$ cat src/rtl/pipo_pkg.sv
// Shared definitions for the pipo_pipe register pipeline: default geometry,
// the occupancy-counter width function and the default-width stage layout.
package pipo_pkg;

    localparam int PIPO_DEF_WIDTH = 4;
    localparam int PIPO_DEF_DEPTH = 4;

    // Contents of one pipeline stage at the default word width. Modules built
    // for other widths keep the same field order: valid, parity, data.
    typedef struct packed {
        logic                      valid;
        logic                      par;
        logic [PIPO_DEF_WIDTH-1:0] data;
    } stage_t;

    // Bits needed to count 0..depth stored words (1 bit for depth 1).
    function automatic int cnt_w(input int depth);
        return (depth < 1) ? 1 : $clog2(depth + 1);
    endfunction

endpackage

$ cat src/rtl/pipo_stage.sv
// One register stage of pipo_pipe with a valid/ready handshake.
// The stage accepts a new word whenever it is empty or its downstream neighbour
// accepts this cycle, so bubbles collapse. Flush clears valid but leaves the
// data register untouched. The parity bit exists only when PIPO_PARITY_EN is
// defined; otherwise par is constant 0.
module pipo_stage
    import pipo_pkg::*;
#(
    parameter int WIDTH = PIPO_DEF_WIDTH
) (
    input  logic             clk,
    input  logic             clr,
    input  logic             flush,
    input  logic             in_valid,
    input  logic [WIDTH-1:0] in_data,
    input  logic             in_par,
    input  logic             out_ready,
    output logic             valid,
    output logic [WIDTH-1:0] data,
    output logic             par,
    output logic             in_ready
);

    logic             valid_q, valid_d;
    logic [WIDTH-1:0] data_q, data_d;
    logic             load_word;

    assign in_ready  = !valid_q || out_ready;
    // Data only moves for a real word, so an output stage fed bubbles keeps its last value.
    assign load_word = in_ready && in_valid && !flush;

    // Next state: take the upstream word when ready, flush empties the stage.
    always_comb begin
        valid_d = valid_q;
        data_d  = data_q;
        if (in_ready) begin
            valid_d = in_valid;
        end
        if (load_word) begin
            data_d = in_data;
        end
        if (flush) begin
            valid_d = 1'b0;
        end
    end

    // Stage registers with synchronous clear.
    always_ff @(posedge clk) begin
        if (clr) begin
            valid_q <= 1'b0;
            data_q  <= '0;
        end else begin
            valid_q <= valid_d;
            data_q  <= data_d;
        end
    end

    assign valid = valid_q;
    assign data  = data_q;

`ifdef PIPO_PARITY_EN
    logic par_q, par_d;

    // Parity travels with its word and is cleared by flush as well as clr.
    always_comb begin
        par_d = par_q;
        if (load_word) begin
            par_d = in_par;
        end
        if (flush) begin
            par_d = 1'b0;
        end
    end

    // Parity register with synchronous clear.
    always_ff @(posedge clk) begin
        if (clr) begin
            par_q <= 1'b0;
        end else begin
            par_q <= par_d;
        end
    end

    assign par = par_q;
`else
    logic unused_in_par;

    assign unused_in_par = in_par;
    assign par           = 1'b0;
`endif

endmodule

$ cat src/rtl/pipo_pipe.sv
// Multi-stage parallel-in/parallel-out pipeline: DEPTH pipo_stage instances
// chained by a combinational ready path, plus a registered occupancy count.
// Optional feature macro: PIPO_PARITY_EN adds a stored even-parity bit per
// word, reported on q_par; without it q_par is 0.
module pipo_pipe
    import pipo_pkg::*;
#(
    parameter int WIDTH = PIPO_DEF_WIDTH,
    parameter int DEPTH = PIPO_DEF_DEPTH
) (
    input  logic                      clk,
    input  logic                      clr,
    input  logic [WIDTH-1:0]          d,
    input  logic                      d_valid,
    output logic                      d_ready,
    input  logic                      flush,
    output logic [WIDTH-1:0]          q,
    output logic                      v,
    input  logic                      q_ready,
    output logic [cnt_w(DEPTH)-1:0]   count,
    output logic                      q_par
);

    localparam int CNT_W = cnt_w(DEPTH);

    if (DEPTH < 1) begin : g_depth_chk
        $error("pipo_pipe: DEPTH must be at least 1");
    end

    logic             stg_valid [DEPTH];
    logic [WIDTH-1:0] stg_data  [DEPTH];
    logic             stg_par   [DEPTH];
    logic             stg_rdy   [DEPTH+1];
    logic             head_par;
    logic             in_xfer;
    logic             out_xfer;
    logic [CNT_W-1:0] count_q, count_d;

`ifdef PIPO_PARITY_EN
    assign head_par = ^d;
`else
    assign head_par = 1'b0;
`endif

    assign stg_rdy[DEPTH] = q_ready;

    for (genvar i = 0; i < DEPTH; i++) begin : g_stage
        logic             up_valid;
        logic [WIDTH-1:0] up_data;
        logic             up_par;

        if (i == 0) begin : g_head
            assign up_valid = d_valid;
            assign up_data  = d;
            assign up_par   = head_par;
        end else begin : g_body
            assign up_valid = stg_valid[i-1];
            assign up_data  = stg_data[i-1];
            assign up_par   = stg_par[i-1];
        end

        pipo_stage #(
            .WIDTH(WIDTH)
        ) u_stage (
            .clk      (clk),
            .clr      (clr),
            .flush    (flush),
            .in_valid (up_valid),
            .in_data  (up_data),
            .in_par   (up_par),
            .out_ready(stg_rdy[i+1]),
            .valid    (stg_valid[i]),
            .data     (stg_data[i]),
            .par      (stg_par[i]),
            .in_ready (stg_rdy[i])
        );
    end

    // Refusing input during clr keeps the handshake honest: a word offered
    // while the pipe is being reset is never reported as taken.
    assign d_ready  = stg_rdy[0] && !flush && !clr;
    assign in_xfer  = d_valid && d_ready;
    assign out_xfer = v && q_ready;

    assign q     = stg_data[DEPTH-1];
    assign v     = stg_valid[DEPTH-1];
    assign q_par = stg_par[DEPTH-1];

    // Occupancy: +1 per accepted word, -1 per delivered word, cleared by flush.
    always_comb begin
        count_d = count_q;
        if (flush) begin
            count_d = '0;
        end else if (in_xfer && !out_xfer) begin
            count_d = count_q + CNT_W'(1);
        end else if (!in_xfer && out_xfer) begin
            count_d = count_q - CNT_W'(1);
        end
    end

    // Occupancy register with synchronous clear.
    always_ff @(posedge clk) begin
        if (clr) begin
            count_q <= '0;
        end else begin
            count_q <= count_d;
        end
    end

    assign count = count_q;

endmodule

$ cat config.mk
export PLATFORM = sky130hd
export DESIGN_NAME = pipo_pipe
export DESIGN_NICKNAME = d
export VERILOG_FILES = /design/src/rtl/pipo_pkg.sv /design/src/rtl/pipo_stage.sv /design/src/rtl/pipo_pipe.sv
export SDC_FILE = /design/constraint.sdc
export NUM_CORES = 1
export LEC_CHECK = 0
export CELL_PAD_IN_SITES_DETAIL_PLACEMENT = 0
export CELL_PAD_IN_SITES_GLOBAL_PLACEMENT = 1
export CORE_MARGIN = 2
export CORE_UTILIZATION = 40
export DETAILED_ROUTE_END_ITERATION = 10
export GPL_TIMING_DRIVEN = 0
export PLACE_DENSITY = 0.77
export SLEW_MARGIN = 20
export SYNTH_ARGS = -nofsm -noshare
export SYNTH_HDL_FRONTEND = slang
export SYNTH_HIERARCHICAL = 1
export SYNTH_SLANG_ARGS = --single-unit
$ cat constraint.sdc
create_clock -name clk -period 3.4 [get_ports clk]
set_clock_uncertainty 0.1 [all_clocks]
set_input_delay 0.34 -clock clk [delete_from_list [all_inputs] [get_ports clk]]
set_output_delay 0.34 -clock clk [all_outputs]
set_load 0.05 [all_outputs]
==> summary.md <==
| Metric | Value |
|---|---|
| Status | `finished clean` |
| Endpoints failing hold | `0` |
| F_max | `about 330 MHz` |
| Final Power | `~450 uW` |
| CP Max Fanout | `3` |
| Post_cts resized | `0` |
| Ys Warns | `6` |
| # Post-CTS Setup Buffers | `0` |
| Initial antenna violation count | `0` |
| Inserted Clock Buffers | `3` |
| Vias in the first global route | `687` |
| Critical path cell sequence | `clkdlybuf4s50_1 > nor2b_4 > inv_1 > nor2b_4 > inv_1 > nor2b_4 > inv_1 > nor2b_4 > inv_1 > and2_1 > clkdlybuf4s50_1` |
| Clock buffer depth | `2` |
| Net Sw Frac | `a little under a quarter` |
| Logic gate share of total power | `approximately an eighth` |
| Syn Nets | `roughly 120` |
| Vias | `~700` |
| Crit-path slowest cell | `clkdlybuf4s50_1` |
| Final max-slew violation count | `0` |
| Wirelength per Cell | `9.75 um` |
| Power density cells | `approximately 330 nW/um2` |
| Critical Path Sink Type | `primary output` |
| First-pass GRT wire length | `2810 um` |
| Max stage delay on crit path | `between 0.6 and 0.7 ns` |
| Die area | `3250 um2` |
| Clk sinks | `23` |
| Number of nets in the layout | `about 140` |
| Drt total wl | `1560 um` |
| Most frequent cells in the layout | `nand2b_1, dfxtp_1, mux2i_1, clkdlybuf4s50_1, nor3_1` |
| Max_slew headroom | `about 36%` |
| # hold bufs at CTS | `0` |
| Grt total ovfl | `0` |
| Mapped Avg Cell Area | `roughly 10 um2` |
| All-layer global routing usage | `10.9%` |
| Die X | `57.0 um` |
| GPL Wtd Cong | `just over 0.7` |
| TritonCTS clock tree | `yes` |
| # IOs | `19` |
| Max IR drop VDD | `approximately 0.00025 V` |
| Unrepaired setup endpoints after global routing | `false` |
| P_leak | `0.432 nW` |
| Clock period minus worst slack | `about 3.0 ns` |
| DR pass1 iterations | `4` |
| H-tree depth | `1` |
| Commonest non-fill, non-tap cell in the layout | `nand2b_1` |
| Clock power share | `a little over a quarter` |
| Layout area overhead | `20.9%` |
| Final setup vio count | `0` |
| Vias/cell | `approximately 4.4` |
| # DRC | `0` |
| Critical Path Start Type | `input port` |
| FP Rows | `19` |
| Setup TNS | `0 ns` |
| Max Cap Viol | `0` |
| DIE HEIGHT | `57.0 um` |
| HP Class | `reg -> reg` |
| Clock Tree Root | `clkbuf_4` |
| Int Power | `approximately 350 uW` |
| Clock-pin slew on the worst setup and hold paths | `0.12 ns` |
| Drt first-iter violations | `12` |
| Post-detail-place hpwl | `approximately 1100 um` |
| Starting density of the core | `41.5%` |
| N_diodes | `0` |
| Worst EP required | `2.96 ns` |
| Period utilization | `about nine tenths` |
| Largest net degree at the start of global routing | `40` |
| Post-route ant nets | `0` |
| P_sw | `between 100 and 150 uW` |
| Share of total power in sequential cells | `roughly 61%` |
| Core area | `between 2000 and 3000 um2` |
| Clock Latency Late Sink | `about 0.30 ns` |
| PortBufs | `17` |
| Layout cells sized above 1 | `9.30%` |
| Critical path class | `in -> out` |
| Synth Instances | `108` |
| Crit path DAT | `between 2 and 3 ns` |
| Core Util, Final | `50.2%` |
| Synthesized area | `around 1100 um2` |
| Least-Margin Pin Slew | `around 0.96 ns` |
layer usage:
| layer | part of all wire [%] | vias up | wire, um | track usage [%] |
|---|---|---|---|---|
| met1 | 49 | 301 | 771 | 13.4 |
| li1 | - | 392 | - | - |
| met4 | 0.96 | 0 | 15 | 2.99 |
| met3 | 5.8 | 2 | 91 | 4.08 |
| met5 | 0 | - | 0 | 0 |
| met2 | 44 | 15 | 682 | 17.9 |
critical path: cells and delay by family:
| kind | cells | cell delay (ns) |
|---|---|---|
| AND/OR/NAND/NOR | 5 | 0.77 |
| buffers and inverters | 6 | 1.47 |
metrics by stage:
| step | std cells | worst slack (ns) | hold WS (ns) | area [um2] |
|---|---|---|---|---|
| final | 160 | 0.387 | 0.379 | 1360 |
| after detailed placement | 156 | 0.228 | 0.363 | 1330 |
| after global routing | 160 | 0.238 | 0.396 | 1360 |
| after floorplan | 108 | 0.536 | 0.317 | 1120 |
| after CTS | 160 | 0.372 | 0.384 | 1360 |
| after global placement | 156 | 0.225 | 0.357 | 1330 |
path summary, 6_finish.rpt:
check	from	end	slack, ns	cells after the start
setup / recovery	q_ready	d_ready	0.39	11
hold / removal	g_stage[2].u_stage/data[2]	g_stage[3].u_stage/data[2]	0.38	2
setup reg to reg	g_stage[3].u_stage/valid	count[1]	0.77	14
hold reg to reg	g_stage[2].u_stage/data[2]	g_stage[3].u_stage/data[2]	0.38	2
power by group through the flow:
stage          Combinational, mW  Sequential [mW]  Clock (mW)
6_report                  0.0528            0.276       0.122
5_1_grt                   0.0569            0.277       0.137
4_1_cts                   0.0534            0.276       0.129
3_5_place_dp              0.0531            0.282           0
3_3_place_gp              0.0525            0.282           0
2_1_floorplan             0.0276            0.285           0
flip-flops by register name, indices dropped and copies added, names as in the netlist:
signal,flops
g_stage.u_stage/data,16
g_stage.u_stage/valid,4
count,3
layout make-up:
cell class	instances	area (um2)
flip-flops and latches	23	460
inverters	5	18.8
fillers	277	1350
well taps	31	38.8
multi-input cells	79	638
clock buffers	4	26.3
plain buffers	1	7.51
repair buffers	17	170
Power figures use the tool's default switching activity.
